## src/rtl/fdd_drive_emu_pkg.sv

```systemverilog
`default_nettype none
// ============================================================================
//  Module   : fdd_drive_emu_pkg
//  Purpose  : Shared types and constants for the floppy drive emulator.
//  Revision : 1.0 - initial release
// ============================================================================
package fdd_drive_emu_pkg;

    typedef enum logic [1:0] {
        FDD_OFF      = 2'd0,
        FDD_SPINUP   = 2'd1,
        FDD_SPINNING = 2'd2
    } fdd_motor_t;

    // Filler byte emitted when the track buffer misses a byte deadline.
    localparam logic [7:0]  FDD_GAP_BYTE      = 8'h4E;
    // Clock cell of data bit 2; dropping it turns A1 into the 0x4489 sync mark.
    localparam logic [15:0] FDD_SYNC_CLK_MASK = 16'h0020;

endpackage
`default_nettype wire

```

## src/rtl/fdd_mfm_serializer.sv

```systemverilog
`default_nettype none
// ============================================================================
//  Module   : fdd_mfm_serializer
//  Purpose  : MFM-encodes one byte per 16 cells and stretches 1-cells into
//             flux pulses.
//  Revision : 1.0 - initial release
// ============================================================================
module fdd_mfm_serializer
    import fdd_drive_emu_pkg::*;
#(
    parameter int PULSE_CLKS = 8
) (
    input  logic       clk,
    input  logic       reset,
    input  logic       i_run,
    input  logic       i_shift,
    input  logic [3:0] i_cell,
    input  logic       i_load,
    input  logic [7:0] i_byte,
    input  logic       i_sync,
    output logic       o_flux
);

    localparam int                  c_CNT_W = $clog2(PULSE_CLKS + 1);
    localparam logic [c_CNT_W-1:0]  c_PULSE = c_CNT_W'(PULSE_CLKS);

    logic [15:0]        r_word;
    logic               r_dprev;
    logic [c_CNT_W-1:0] r_pulse_cnt;
    logic [15:0]        w_enc;
    logic               w_cell_bit;

    // Cells are packed first-sent in bit 15: (clock, data) per bit, MSB first.
    function automatic logic [15:0] mfm_encode(input logic [7:0] b,
                                               input logic       prev,
                                               input logic       sync);
        logic [15:0] w;
        logic        p;
        w = '0;
        p = prev;
        for (int i = 7; i >= 0; i--) begin
            w[2*i+1] = ~(p | b[i]);
            w[2*i]   = b[i];
            p        = b[i];
        end
        if (sync) begin
            w = w & ~FDD_SYNC_CLK_MASK;
        end
        return w;
    endfunction

    assign w_enc      = mfm_encode(i_byte, r_dprev, i_sync);
    assign w_cell_bit = r_word[4'd15 - i_cell];
    assign o_flux     = (r_pulse_cnt != '0);

    always_ff @(posedge clk) begin
        if (reset) begin
            r_word      <= '0;
            r_dprev     <= 1'b0;
            r_pulse_cnt <= '0;
        end else begin
            if (!i_run) begin
                r_pulse_cnt <= '0;
            end else if (i_shift && w_cell_bit) begin
                r_pulse_cnt <= c_PULSE;
            end else if (r_pulse_cnt != '0) begin
                r_pulse_cnt <= r_pulse_cnt - 1'b1;
            end
            // The last cell of the old word is emitted on the same strobe.
            if (i_load) begin
                r_word  <= w_enc;
                r_dprev <= i_byte[0];
            end
        end
    end

endmodule
`default_nettype wire

```

## src/rtl/fdd_drive_emu.sv

```systemverilog
`default_nettype none
// ============================================================================
//  Module   : fdd_drive_emu
//  Purpose  : Drive side of the floppy interface: head, spindle, index,
//             spin-up timing and MFM read stream fed from a track buffer.
//  Revision : 1.0 - initial release
// ============================================================================
module fdd_drive_emu
    import fdd_drive_emu_pkg::*;
#(
    parameter logic DRIVE_ID    = 1'b0,
    parameter int   MAX_TRACK   = 81,
    parameter int   TRACK_BYTES = 6250,
    parameter int   INDEX_BYTES = 125,
    parameter int   SPINUP_MS   = 250,
    parameter int   PULSE_CLKS  = 8
) (
    input  logic        clk,
    input  logic        reset,
    input  logic        ce_cell,
    input  logic        ce_1k,
    input  logic        USEL,
    input  logic        MOTORn,
    input  logic        STEPn,
    input  logic        SDIRn,
    input  logic        SIDEn,
    output logic        READYn,
    output logic        INDEXn,
    output logic        TRACK0n,
    output logic        WPROTn,
    output logic        READ_DATAn,
    input  logic        img_mounted,
    input  logic        img_readonly,
    input  logic [63:0] img_size,
    output logic [6:0]  cur_track,
    output logic        cur_side,
    output logic        byte_rq,
    output logic [12:0] byte_addr,
    input  logic        byte_valid,
    input  logic [7:0]  byte_data,
    input  logic        byte_sync,
    output logic        underrun
);

    localparam int                 c_SPIN_W    = $clog2(SPINUP_MS + 1);
    localparam logic [c_SPIN_W-1:0] c_SPIN_LAST = c_SPIN_W'(SPINUP_MS - 1);
    localparam logic [6:0]         c_MAX_TRK   = 7'(MAX_TRACK);
    localparam logic [12:0]        c_LAST_POS  = 13'(TRACK_BYTES - 1);
    localparam logic [12:0]        c_INDEX_LEN = 13'(INDEX_BYTES);

    // Media latch survives reset; only a new mount changes it.
    logic r_present = 1'b0;
    logic r_ro      = 1'b0;

    fdd_motor_t          r_motor;
    logic [c_SPIN_W-1:0] r_spin_cnt;
    logic                r_stepn_q;
    logic [6:0]          r_track;
    logic [3:0]          r_cell;
    logic [12:0]         r_pos;
    logic                r_rq_done;
    logic                r_byte_rq;
    logic [12:0]         r_byte_addr;
    logic                r_side;
    logic                r_outstanding;
    logic                r_have;
    logic [7:0]          r_data;
    logic                r_sync;
    logic                r_underrun;

    logic        w_sel;
    logic        w_step;
    logic        w_rotating;
    logic        w_shift;
    logic        w_wrap;
    logic        w_rq;
    logic [12:0] w_next_addr;
    logic        w_flux;

    assign w_sel       = (USEL == DRIVE_ID);
    assign w_step      = w_sel && r_stepn_q && !STEPn;
    assign w_rotating  = (r_motor == FDD_SPINNING) && r_present;
    assign w_shift     = w_rotating && ce_cell;
    assign w_wrap      = w_shift && (r_cell == 4'd15);
    assign w_next_addr = (r_pos == c_LAST_POS) ? 13'd0 : r_pos + 13'd1;
    // One fetch per byte slot, issued while the cell counter sits at 0.
    assign w_rq        = w_rotating && (r_cell == 4'd0) && !r_rq_done;

    always_ff @(posedge clk) begin
        if (img_mounted) begin
            r_present <= (img_size != 64'd0);
            r_ro      <= img_readonly;
        end
    end

    always_ff @(posedge clk) begin
        if (reset) begin
            r_stepn_q <= 1'b1;
            r_track   <= '0;
        end else begin
            r_stepn_q <= STEPn;
            if (w_step) begin
                if (!SDIRn) begin
                    if (r_track < c_MAX_TRK) r_track <= r_track + 7'd1;
                end else if (r_track != 7'd0) begin
                    r_track <= r_track - 7'd1;
                end
            end
        end
    end

    always_ff @(posedge clk) begin
        if (reset || MOTORn) begin
            r_motor    <= FDD_OFF;
            r_spin_cnt <= '0;
        end else begin
            case (r_motor)
                FDD_OFF:    r_motor <= FDD_SPINUP;
                FDD_SPINUP: begin
                    if (ce_1k) begin
                        if (r_spin_cnt == c_SPIN_LAST) r_motor <= FDD_SPINNING;
                        else                           r_spin_cnt <= r_spin_cnt + 1'b1;
                    end
                end
                default: ;
            endcase
        end
    end

    always_ff @(posedge clk) begin
        if (reset) begin
            r_cell        <= '0;
            r_pos         <= '0;
            r_rq_done     <= 1'b0;
            r_byte_rq     <= 1'b0;
            r_byte_addr   <= '0;
            r_side        <= 1'b0;
            r_outstanding <= 1'b0;
            r_have        <= 1'b0;
            r_data        <= '0;
            r_sync        <= 1'b0;
            r_underrun    <= 1'b0;
        end else begin
            r_rq_done <= w_rotating && (r_cell == 4'd0);
            r_byte_rq <= w_rq;
            if (w_rq) begin
                r_byte_addr <= w_next_addr;
                r_side      <= !SIDEn;
            end
            if (!w_rotating) begin
                r_cell <= '0;
            end else if (w_shift) begin
                r_cell <= r_cell + 4'd1;
            end
            if (w_wrap) begin
                r_pos <= w_next_addr;
                if (!r_have) r_underrun <= 1'b1;
            end
            // A response is only valid between its request and the next boundary.
            if (!w_rotating || w_wrap) begin
                r_outstanding <= 1'b0;
                r_have        <= 1'b0;
            end else if (w_rq) begin
                r_outstanding <= 1'b1;
            end else if (byte_valid && r_outstanding) begin
                r_outstanding <= 1'b0;
                r_have        <= 1'b1;
                r_data        <= byte_data;
                r_sync        <= byte_sync;
            end
        end
    end

    fdd_mfm_serializer #(
        .PULSE_CLKS (PULSE_CLKS)
    ) u_ser (
        .clk     (clk),
        .reset   (reset),
        .i_run   (w_rotating),
        .i_shift (w_shift),
        .i_cell  (r_cell),
        .i_load  (w_wrap),
        .i_byte  (r_have ? r_data : FDD_GAP_BYTE),
        .i_sync  (r_have && r_sync),
        .o_flux  (w_flux)
    );

    assign READYn     = !(w_sel && (r_motor == FDD_SPINNING) && r_present);
    assign INDEXn     = !(w_sel && w_rotating && (r_pos < c_INDEX_LEN));
    assign TRACK0n    = !(w_sel && (r_track == 7'd0));
    assign WPROTn     = !(w_sel && (r_ro || !r_present));
    assign READ_DATAn = !(w_sel && w_flux);
    assign cur_track  = r_track;
    assign cur_side   = r_side;
    assign byte_rq    = r_byte_rq;
    assign byte_addr  = r_byte_addr;
    assign underrun   = r_underrun;

endmodule
`default_nettype wire

```

## config.mk

```make
export PLATFORM = sky130hd
export DESIGN_NAME = fdd_drive_emu
export DESIGN_NICKNAME = d
export VERILOG_FILES = /design/src/rtl/fdd_drive_emu_pkg.sv /design/src/rtl/fdd_mfm_serializer.sv /design/src/rtl/fdd_drive_emu.sv
export SDC_FILE = /design/constraint.sdc
export NUM_CORES = 1
export LEC_CHECK = 0
export BUFFER_PORTS_ARGS = -buffer_cell sky130_fd_sc_hd__buf_2
export CORE_MARGIN = 8
export CORE_UTILIZATION = 33
export DETAILED_ROUTE_END_ITERATION = 12
export PLACE_DENSITY = 0.58
export SLEW_MARGIN = 25
export SYNTH_ARGS = -nofsm -noshare
export SYNTH_HDL_FRONTEND = slang
export SYNTH_SLANG_ARGS = --single-unit
```

## constraint.sdc

```tcl
create_clock -name clk -period 2.25 [get_ports clk]
set_input_delay 0.45 -clock clk [delete_from_list [all_inputs] [get_ports clk]]
set_output_delay 0.45 -clock clk [all_outputs]
set_load 0.1 [all_outputs]
```

==> impl_metrics.toml <==
[timing]
slew_headroom_pct = 64.3
drv_slew = 0
finalCritPeriodShare_pct = 106
fin_ws_ns = -0.142
setup_viol = 1
fin_setup_tns_ns = -0.142
rsz0062_at_grt = "yes"
finalHoldViolCount = 0
finalClockSkew_ns = 0.0103
min_period_ns = 2.39
fmax_mhz = 418
tightest_slew_ns = 0.534

[finish]
syn2layout_area_growth_pct = 26.9
final_core_util_pct = 43.0
diodes = 0
n_fill_cell = 1286
drive_gt1_share_pct = 28.1
nets = 714
final_cells = 792

[grt]
antenna_found_initial = 0
grt_pass1_vias = 4155
grt_max_degree = 23
grtUsageTotal_pct = 14.3
grt_overflow = 0
grt_pass1_wl_mm = 19.2

[critical_path]
crit_path_start_kind = "flop"
rr_startpoint = "r_cell[0]$_SDFFE_PP0P_"
arrival_ns = 1.94
reg2regPathDepth = 6
rrSetupSlack_ns = 0.30
cp.required_ns = 1.80
r2r-end = "u_ser.r_pulse_cnt[2]$_SDFFE_PP0P_"
cp-end-kind = "output pin"
crit_fanout = 4
critPathKind = "flop to output pin"

[routing]
viasPerCell = 4.99
drt-total-wl_mm = 11.4
drtAntennaViolNets = 0
drc = 0
via_count = 3951
post_drt_wl_per_cell_um = 14.4
first_iter_violations = 123
first_pass_iters = 4

[clock_tree]
hold_buffers = 0
cts_tree = "yes"
clock_path_buffers = 2
h-tree-depth = 3
clock_latency_ns = 0.34
post_cts_buffers = 0
cts_buffers = 9
root_buffer = "clkbuf_16"
numClockSinks = 85
cts.clk_slew.worst_paths_ns = 0.06

[die]
die_h_um = 130
core_um2 = 12600
io_pins = 113
start_util_pct = 33.8
fp-row-count = 41
dieArea_um2 = 16800
die_width_um = 130

[power]
p_total_w = 0.00334
irDropWorstVdd_mv = 0.343
p_per_area_nw_per_um2 = 617
p_leak_nw = 2.08

[synth]
synth_seq_cells = 85
synth.avg_cell_area_um2 = 8.54
synth_nets = 599
synth_area_um2 = 4270
synthFlopType = "dfxtp_1"
synth-seq-area-share_pct = 40.3
synthCells = 500
synth_edf_count = 2
yosysWarnings = 0
ys_types = 57
async_flop_share_pct = 0

[placement]
dp_cells = 776
pre_cts_ws_ns = 0.105
gp_congestion = 0.913
portBuffers = 112
hpwl_mm = 8.92

[min_path]
min_path_cells = 2
min_to = "cur_side$_SDFFE_PP0P_"
hold_class = "input pin to flop"
min_from = "SIDEn"

[status]
violations = "negative setup slack"
status = "complete, but fails checks"

[run]
drv_cap = 0
layout make-up:
| type | count | area [µm²] | share of cell area, % |
|---|---|---|---|
| multi-input cells | 375 | 2400 | 44.3 |
| repair buffers | 129 | 726 | 13.4 |
| well taps | 172 | 215 | 3.97 |
| flip-flops and latches | 85 | 1730 | 31.9 |
| clock buffers | 9 | 225 | 4.16 |
| inverters | 15 | 56.3 | 1.04 |
| clock inverters | 7 | 65.1 | 1.20 |
through the flow:
| step | instance area [µm²] | hold WS (ns) |
|---|---|---|
| after floorplan | 4290 | 0.428 |
| after global placement | 5090 | 0.440 |
| after detailed placement | 5090 | 0.447 |
| after CTS | 5400 | 0.271 |
| after global routing | 5420 | 0.277 |
| final | 5420 | 0.288 |
layout by cell type, fill, tap and decap left out, drive strengths merged, types with 9 or more instances in the layout:
| cell type | instances |
|---|---|
| xor2 | 13 |
| o21ai | 19 |
| or3 | 11 |
| nor3 | 29 |
| xnor2 | 11 |
| a21oi | 41 |
| inv | 20 |
| mux2i | 15 |
| a211oi | 10 |
| ha | 13 |
| nand2 | 31 |
| nor4 | 20 |
| dfxtp | 83 |
| buf | 129 |
| nor2 | 67 |
| nand3 | 12 |
| clkbuf | 9 |
worst max-delay path: stages, from the launching register on:
cell and delay, ns:
dfxtp_2 0.34, or4_4 0.56, or4b_4 0.52, buf_12 0.18
cells in the mapped netlist (4+ instances only):
| master | count | area (µm²) |
|---|---|---|
| xor2_1 | 13 | 114 |
| mux2_2 | 8 | 90.1 |
| o21ai_0 | 17 | 85.1 |
| a211oi_1 | 10 | 75.1 |
| nand4_1 | 8 | 50.1 |
| a21oi_1 | 39 | 195 |
| nor4_1 | 20 | 125 |
| buf_2 | 6 | 30.0 |
| clkbuf_1 | 16 | 60.1 |
| nand3_1 | 12 | 60.1 |
| xnor2_1 | 11 | 96.3 |
| nor3_1 | 27 | 135 |
| nor2_1 | 67 | 251 |
| nand2_1 | 31 | 116 |
| mux2i_1 | 15 | 150 |
| inv_1 | 15 | 56.3 |
| nand2b_1 | 7 | 43.8 |
| or3_1 | 11 | 68.8 |
| nand3b_1 | 6 | 45.0 |
| ha_1 | 13 | 163 |
| a31oi_1 | 4 | 25.0 |
| and2_1 | 6 | 37.5 |
| dfxtp_1 | 83 | 1660 |
| nor2b_1 | 6 | 37.5 |
kinds of logic after synthesis:
kind of cell / Yosys count / share of synthesized area (%)
AO/OA/AOI/OAI: 91 / 13.4
multiplexers: 23 / 5.63
buffers and inverters: 40 / 3.98
adder cells (fa/ha/maj): 14 / 4.28
AND/OR/NAND/NOR: 223 / 27.5
flip-flops: 85 / 40.3
XOR/XNOR: 24 / 4.92
state kept, by name (all words and copies together), names as in the netlist:
name               flops
u_ser.r_word          16
byte_addr             13
r_pos                 13
r_data                 8
r_spin_cnt             8
cur_track              7
r_cell                 4
u_ser.r_pulse_cnt      4
r_motor                2
byte_rq                1
cur_side               1
r_have                 1
r_outstanding          1
r_present              1
r_ro                   1
r_rq_done              1
r_stepn_q              1
r_sync                 1
underrun               1
where the power goes:
group | switching, W | internal [W] | leakage [nW]
sequential | 0.0000135 | 0.00153 | 0.692
clock | 0.000660 | 0.000777 | 0.141
combinational | 0.000223 | 0.000146 | 1.25
timing repair:
| item | in CTS | in global routing |
|---|---|---|
| gates resized for setup | 6 | 3 |
| endpoints found under the setup margin | 2 | 2 |
| pin swaps | 0 | 1 |
how the worst max path moves through the flow:
stage | to | from
floorplan | INDEXn | r_present$_DFFE_PP_
global placement | cur_track[6]$_SDFFE_PP0P_ | SDIRn
detailed placement | cur_track[6]$_SDFFE_PP0P_ | SDIRn
CTS | TRACK0n | cur_track[3]$_SDFFE_PP0P_
global route | TRACK0n | cur_track[3]$_SDFFE_PP0P_
finish | TRACK0n | cur_track[3]$_SDFFE_PP0P_
layer usage:
layer | wire [µm] | global-route usage, %
met5 | 0 | 0
met4 | 130 | 3.42
met3 | 881 | 6.41
met2 | 5570 | 25.2
met1 | 4820 | 15.2
Note: power is estimated with default switching activity, not from simulation.
